<file path="config.mk">
export PLATFORM = sky130hd
export DESIGN_NAME = fetch_unit_flat
export DESIGN_NICKNAME = d
export VERILOG_FILES = /design/src/rtl/fetch_unit_if.sv /design/src/rtl/fetch_unit.sv /design/src/flat_wrapper.sv
export SDC_FILE = /design/constraint.sdc
export NUM_CORES = 1
export LEC_CHECK = 0
export ABC_AREA = 1
export CAP_MARGIN = 30
export CORE_MARGIN = 3
export CORE_UTILIZATION = 47
export CTS_CLUSTER_DIAMETER = 120
export DETAILED_ROUTE_END_ITERATION = 10
export PLACE_DENSITY = 0.89
export SLEW_MARGIN = 25
export SYNTH_ARGS = -nofsm -noshare
export SYNTH_HDL_FRONTEND = slang
export SYNTH_SLANG_ARGS = --single-unit
</file>
<file path="constraint.sdc">
create_clock -name clk -period 3.5 [get_ports clk]
set_input_delay 0.525 -clock clk [delete_from_list [all_inputs] [get_ports clk]]
set_output_delay 0.525 -clock clk [all_outputs]
set_load 0.01 [all_outputs]
</file>
<file path="src/rtl/fetch_unit_if.sv">
// fetch_unit_if: instruction memory fetch bus between fetch unit and memory
interface fetch_unit_if;
    logic        mem_req;
    logic [31:0] mem_addr;
    logic        mem_ack;
    logic [31:0] mem_rdata;

    modport master (output mem_req, output mem_addr, input mem_ack, input mem_rdata);
    modport slave  (input mem_req, input mem_addr, output mem_ack, output mem_rdata);
endinterface

</file>
<file path="src/rtl/fetch_unit.sv">
// fetch_unit: single-outstanding instruction fetch with branch redirect, fault capture and retire counter
module fetch_unit #(
    parameter logic [31:0] RESET_PC   = 32'h0000_0000,
    parameter int          WAIT_LIMIT = 16
) (
    input  logic               clk,
    input  logic               rst,
    fetch_unit_if.master       bus,
    input  logic               i_retire,
    input  logic               i_taken_branch,
    input  logic               i_is_jalr,
    input  logic [31:0]        i_target,
    output logic [31:0]        o_instr,
    output logic               o_instr_valid,
    output logic [31:0]        o_pc,
    output logic [31:0]        o_pc_plus4,
    output logic               o_fault,
    output logic [1:0]         o_fault_cause,
    output logic [31:0]        o_instret
);
    localparam int WW = $clog2(WAIT_LIMIT + 1);

    typedef enum logic [1:0] {S_REQ, S_EXEC, S_HALT} state_t;

    state_t          r_state;
    logic [31:0]     r_pc;
    logic [31:0]     r_instr;
    logic            r_instr_valid;
    logic            r_fault;
    logic [1:0]      r_fault_cause;
    logic [31:0]     r_instret;
    logic [WW-1:0]   r_wait;
    logic [31:0]     w_pc_plus4;
    logic [31:0]     w_next_pc;

    // Request is decoded from state only; held low while reset is asserted
    assign bus.mem_req  = (r_state == S_REQ) && !rst;
    assign bus.mem_addr = r_pc;

    assign w_pc_plus4 = r_pc + 32'd4;
    assign w_next_pc  = i_taken_branch ? (i_is_jalr ? {i_target[31:1], 1'b0} : i_target) : w_pc_plus4;

    assign o_instr       = r_instr;
    assign o_instr_valid = r_instr_valid;
    assign o_pc          = r_pc;
    assign o_pc_plus4    = w_pc_plus4;
    assign o_fault       = r_fault;
    assign o_fault_cause = r_fault_cause;
    assign o_instret     = r_instret;

    // Fetch/execute/halt sequencing; HALT freezes everything until reset
    always_ff @(posedge clk) begin
        if (rst) begin
            r_state       <= S_REQ;
            r_pc          <= RESET_PC;
            r_instr       <= '0;
            r_instr_valid <= 1'b0;
            r_fault       <= 1'b0;
            r_fault_cause <= 2'd0;
            r_instret     <= '0;
            r_wait        <= '0;
        end else begin
            case (r_state)
                S_REQ: begin
                    if (bus.mem_ack) begin
                        r_instr       <= bus.mem_rdata;
                        r_instr_valid <= 1'b1;
                        r_state       <= S_EXEC;
                    end else if (r_wait == WW'(WAIT_LIMIT - 1)) begin
                        r_fault       <= 1'b1;
                        r_fault_cause <= 2'd2;
                        r_state       <= S_HALT;
                    end else begin
                        r_wait <= r_wait + 1'b1;
                    end
                end
                S_EXEC: begin
                    if (i_retire) begin
                        r_instr_valid <= 1'b0;
                        if (w_next_pc[1:0] != 2'b00) begin
                            r_fault       <= 1'b1;
                            r_fault_cause <= 2'd1;
                            r_state       <= S_HALT;
                        end else begin
                            r_pc      <= w_next_pc;
                            r_instret <= r_instret + 32'd1;
                            r_wait    <= '0;
                            r_state   <= S_REQ;
                        end
                    end
                end
                default: ;
            endcase
        end
    end
endmodule

</file>
<file path="src/flat_wrapper.sv">
// flat-port wrapper written by rule: the top's interface ports become plain ports
module fetch_unit_flat 
#(
    parameter logic [31:0] RESET_PC   = 32'h0000_0000,
    parameter int          WAIT_LIMIT = 16
)
  (clk, rst, i_retire, i_taken_branch, i_is_jalr, i_target, o_instr, o_instr_valid, o_pc, o_pc_plus4, o_fault, o_fault_cause, o_instret, bus_mem_req, bus_mem_addr, bus_mem_ack, bus_mem_rdata);
  fetch_unit_if bus_i ();
  input  logic clk;
  input  logic rst;
  input  logic i_retire;
  input  logic i_taken_branch;
  input  logic i_is_jalr;
  input  logic [31:0] i_target;
  output logic [31:0] o_instr;
  output logic o_instr_valid;
  output logic [31:0] o_pc;
  output logic [31:0] o_pc_plus4;
  output logic o_fault;
  output logic [1:0] o_fault_cause;
  output logic [31:0] o_instret;
  output wire logic [$bits(bus_i.mem_req)-1:0] bus_mem_req;
  output wire logic [$bits(bus_i.mem_addr)-1:0] bus_mem_addr;
  input wire logic [$bits(bus_i.mem_ack)-1:0] bus_mem_ack;
  input wire logic [$bits(bus_i.mem_rdata)-1:0] bus_mem_rdata;
  assign bus_mem_req = bus_i.mem_req;
  assign bus_mem_addr = bus_i.mem_addr;
  assign bus_i.mem_ack = bus_mem_ack;
  assign bus_i.mem_rdata = bus_mem_rdata;
  fetch_unit #(.RESET_PC(RESET_PC), .WAIT_LIMIT(WAIT_LIMIT)) u_core (.clk(clk), .rst(rst), .bus(bus_i), .i_retire(i_retire), .i_taken_branch(i_taken_branch), .i_is_jalr(i_is_jalr), .i_target(i_target), .o_instr(o_instr), .o_instr_valid(o_instr_valid), .o_pc(o_pc), .o_pc_plus4(o_pc_plus4), .o_fault(o_fault), .o_fault_cause(o_fault_cause), .o_instret(o_instret));
endmodule
</file>
Word level (Yosys, flattened, before mapping):

Index checks and enable logic that the tools add are counted.

* register bits: 107
* bits in latches: 0
* memory bits (writable): 0
* memory bits (read-only): 0
* input bits: 70
* output and inout bits: 165
* word-level logic and storage cells: 57
* memories: 0

* add/subtract/negate cells: 3
* multipliers: 0
* div/mod/pow operators: 0
* $lt $le $gt $ge: 0
* eq/ne operators: 10
* shift operators: 0
* muxes and demuxes: 24
* bitwise gates (word level): 1
* reductions and logical operators: 11

Operators with widths (count)
* 32-bit by 1-bit adder with 32-bit output (second input constant): 1
* 32-bit by 3-bit adder with 32-bit output (second input constant): 1
* 32-bit 2-to-1 mux: 1
* 5-bit 2-to-1 mux: 4
* 2-bit 2-to-1 mux: 7
* 2-bit inequality test (second input constant): 6
* 5-bit one-hot mux with 2 select lines: 1
* 5-bit AND reduction: 2
* 3-bit AND reduction: 3
* 2-bit one-hot mux with 2 select lines: 2
* 1-bit 2-to-1 mux: 7
* 5-bit by 1-bit adder with 5-bit output (second input constant): 1
* 5-bit by 4-bit == test with 1-bit output (second input constant): 1
* 1-bit one-hot mux with 2 select lines: 2
* 2-bit nonzero test: 2
* 3-bit inequality test (second input constant): 1
* 2-bit by 1-bit == test with 1-bit output (second input constant): 1
* 2-bit zero test: 1
* 2-bit by 1-bit inequality test with 1-bit output (second input constant): 1
* 2-bit AND reduction: 1
* 1-bit logical AND: 1
* 1-bit zero test: 1
* 1-bit NOT: 1

Depth between registers and ports, before layout:

* depth after elaboration: 6
* depth in mapped cells: 11
* gate-level depth less buffers: 10

Worst setup path after synthesis:

OpenSTA, ideal clock, no wires.

* path kind: flip-flop to output port
* from: register u_core.r_pc[3] (netlist: u_core.bus.mem_addr[3])
* to: output port o_pc_plus4[22]
* arrival time: 1.397 ns
* data required time: 2.975 ns
* path slack: 1.578 ns
* stages on the path, launching flop included: 8
* buffers on the path: 0
* path through: dfxtp_1 ha_1 nand2_1 nor2_2 nand2_2 nor2_4 nand3_1 and2_1

* longest elaborated chain between the ends: 1

RTL lines
* start, declared: line fetch_unit.sv:26 `logic [31:0] r_pc;`
* start signal, assigned: line fetch_unit.sv:85 `r_pc <= w_next_pc;`
* 32-bit by 3-bit adder with 32-bit output: line fetch_unit.sv:40 `assign w_pc_plus4 = r_pc + 32'd4;`
* end, declared: line flat_wrapper.sv:18 `output logic [31:0] o_pc_plus4;`

No other way between the ends.

Worst setup path in the final report:

* from: register u_core.r_pc[2] (netlist: u_core.bus.mem_addr[2])
* to: output port o_pc_plus4[22]

The elaborated chain is that of the path after synthesis.

==> results_dict.tcl <==
set metrics [dict create \
    status "complete, no violations" \
    synth-edff-count 0 \
    synth_flop_cell "dfxtp_1" \
    relSlewSlack 0.5043 \
    skew_ns 0.006444 \
    fin_crit_ns 3.001 \
    yosys_warnings 0 \
    ys_types 33 \
    worst-path-max-fanout 5 \
    row_count 40 \
    finalCritPeriodShare 0.8575 \
    cp_data_arrival_time_ns 2.48 \
    start_util 0.4823 \
    ff2ff_path_depth 8 \
    vias 6512 \
    ant_nets 0 \
    setup_violations 0 \
    multi_input_area_sq_um 3038 \
    synth.most_common_cell "nand2_1" \
    regArea_sq_um 2142 \
    die_h_um 117.3 \
    r2r-start "u_core.o_instret[0]" \
    port_buffers 234 \
    area.growth.synth_to_final_pct 43.26 \
    overflow 0 \
    syn_nets 969 \
    numCtsBuffers 9 \
    die_w_um 117.3 \
    cts_tree "yes" \
    setup_tns_ns 0 \
    p_leak_uw 0.003111 \
    tightest_slew_ns 0.7424 \
    grt_pass1_wl_um 29170 \
    ios 235 \
    rsz0062_at_grt "no" \
    drtPass1Iterations 5 \
    drt-total-wl_um 18740 \
    fin_ws_ns 0.4989 \
    clockBufferDepth 2 \
    critPathCaptureType "output pin" \
    cts_max_level 3 \
    die_area_sq_um 13750 \
    dp_cells 1239 \
    cp-endpoint "o_pc_plus4[22]" \
    synth_top_cell_by_area "dfxtp_1" \
    fill_cells 1012 \
    grt_max_degree 47 \
    max_freq_mhz 333.2 \
    rrSetupSlack_ns 1.41 \
    synth_top_area_share 0.3683 \
    clock-sinks 107 \
    path_cells "ha_1 > nand2_1 > nor2_2 > nand2_2 > nor2_4 > nand2_1 > nand2_1 > and2_1 > clkdlybuf4s50_1" \
    cp-start-kind "flip-flop" \
    track_usage 0.2657 \
    first_iter_violations 510 \
    drc_errors 0 \
    synthCells 895 \
    root_buffer "clkbuf_16" \
    syn_avg_cell_area_sq_um 6.499 \
    drive_above_1_share 0.04140 \
    avgViaCountPerCell 5.189 \
    cp_common_cell "nand2_1" \
    vdd_drop_max_v 0.0003929 \
    grt_pass1_vias 5878 \
    seq_area_frac_synth 0.3683 \
    hold_class "flip-flop to flip-flop" \
    slew_violations 0 \
    antenna_found_initial 0 \
    max_stage_delay_ns 0.54 \
    path_class "flip-flop to output pin" \
    synthesis.area_sq_um 5817 \
    routabilityCongestion 0.8667 \
    holdBufCountCts 0 \
    insertion_delay_ns 0.35 \
    core_area_sq_um 12060 \
    async_flop_share 0 \
    ys_ff_latch 107 \
    power_density_nw_per_um2 367.3 \
    wl_per_cell_um 14.93 \
    startpoint "u_core.bus.mem_addr[2]" \
    post_cts_buffers 0 \
    n_antenna_cell 0 \
    post-place-ws_ns 0.8744 \
    yosys-top-cells-count "nand2_1 (216), nor2_1 (160), dfxtp_1 (107), a21oi_1 (79), o21ai_0 (72)" \
    reg2reg_to "u_core.o_instret[26]" \
    hpwlAfterDp_um 13840 \
    cts.clk_slew.worst_paths_ns 0.07 \
    ys_top_cells_by_area "dfxtp_1 (37%), nand2_1 (14%), nor2_1 (10%)" \
    hold_viol 0 \
    cap_violations 0 \
    post_cts_resized 0 \
    nets 1156 \
    cp.required_ns 2.97 \
    slowest_stage "clkdlybuf4s50_1" \
    fin_cells 1255 \
]
[how the worst min path moves through the flow]
stage                                 from               end  slack (ns)  depth (start not counted)
after global routing        u_core.o_fault    u_core.o_fault        0.49                          2
after global placement      u_core.o_fault    u_core.o_fault        0.44                          2
after CTS                   u_core.o_fault    u_core.o_fault        0.47                          2
after floorplan           u_core.r_wait[2]  u_core.r_wait[2]        0.44                          2
final                       u_core.o_fault    u_core.o_fault        0.46                          2
after detailed placement    u_core.o_fault    u_core.o_fault        0.45                          2
[worst max-delay path: cells and delay by family (launching register included)]
kind | cells | cell delay (ns)
adder cells (fa/ha/maj) | 1 | 0.20
buffers and inverters | 1 | 0.54
flip-flops | 1 | 0.39
AND/OR/NAND/NOR | 7 | 1.00
[area by class of cell]
type                    instances  share of cell area
flip-flops and latches        107              0.2571
inverters                      66             0.02973
repair buffers                241              0.2889
well taps                     168             0.02523
clock buffers                  11             0.03033
multi-input cells             657              0.3646
clock inverters                 5            0.004204
[power breakdown]
part / switching, uW / leakage, uW / internal [uW]
sequential: 78.1 / 0.000873 / 1310
clock: 469 / 0.000142 / 524
combinational: 330 / 0.00210 / 354
total: 877 / 0.00311 / 2180
[logic make-up (layout without fill, tap and decap cells)]
kind of cell               Yosys count  after routing  synth area share
DFF                                107            107            0.3683
AOI/OAI and AO/OA                  162            162            0.1435
adders and majority gates            4              4          0.008604
buffers and inverters              131            323            0.1095
and+or+nand+nor                    472            472            0.3416
xor gates and xnor gates            19             19           0.02861
[stage by stage]
stage / area, sq um / power, uW / util / hold WS (ns)
2_1_floorplan: 5817 / 1722 / - / 0.4366
3_3_place_gp: 8045 / 2075 / 0.6670 / 0.4367
3_5_place_dp: 8045 / 2094 / 0.6670 / 0.4545
4_1_cts: 8333 / 3074 / 0.6909 / 0.4656
5_1_grt: 8333 / 3185 / 0.6909 / 0.4859
6_report: 8333 / 3060 / 0.6909 / 0.4625
[cells in the final DEF (no fill, tap or decap), drive strengths merged]
| master | synthesis | layout |
|---|---|---|
| a31oi | 3 | 3 |
| clkbuf | 20 | 11 |
| clkinv | 1 | 3 |
| nor3 | 5 | 5 |
| nor2 | 174 | 174 |
| o211a | 1 | 1 |
| and2 | 7 | 7 |
| o21bai | 1 | 1 |
| nand3 | 46 | 46 |
| ha | 4 | 4 |
| o21a | 3 | 3 |
| o21ai | 73 | 73 |
| and3 | 2 | 2 |
| buf | 45 | 7 |
| xnor2 | 6 | 6 |
| nor3b | 3 | 3 |
| clkdlybuf4s50 | 0 | 234 |
| a21oi | 79 | 79 |
| nand2 | 220 | 220 |
| xor2 | 13 | 13 |
| dfxtp | 107 | 107 |
| o211ai | 2 | 2 |
| clkinvlp | 0 | 1 |
| nand3b | 4 | 4 |
| nand4 | 11 | 11 |
| inv | 65 | 67 |
[registers in the layout, summed over array words and instances, names as in the netlist]
| name | cells |
|---|---|
| u_core.bus.mem_addr | 32 |
| u_core.o_instr | 32 |
| u_core.o_instret | 32 |
| u_core.r_wait | 5 |
| u_core.o_fault_cause | 2 |
| u_core.r_state | 2 |
| u_core.o_fault | 1 |
| u_core.o_instr_valid | 1 |
[per-layer routing]
layer	routed length (um)	GRT usage	up-vias
li1	-	-	3223
met1	7387	0.3155	2977
met2	9537	0.4774	281
met3	1449	0.06067	31
met4	368	0.07645	0
met5	0	0	-
(Power assumes the default switching activity.)
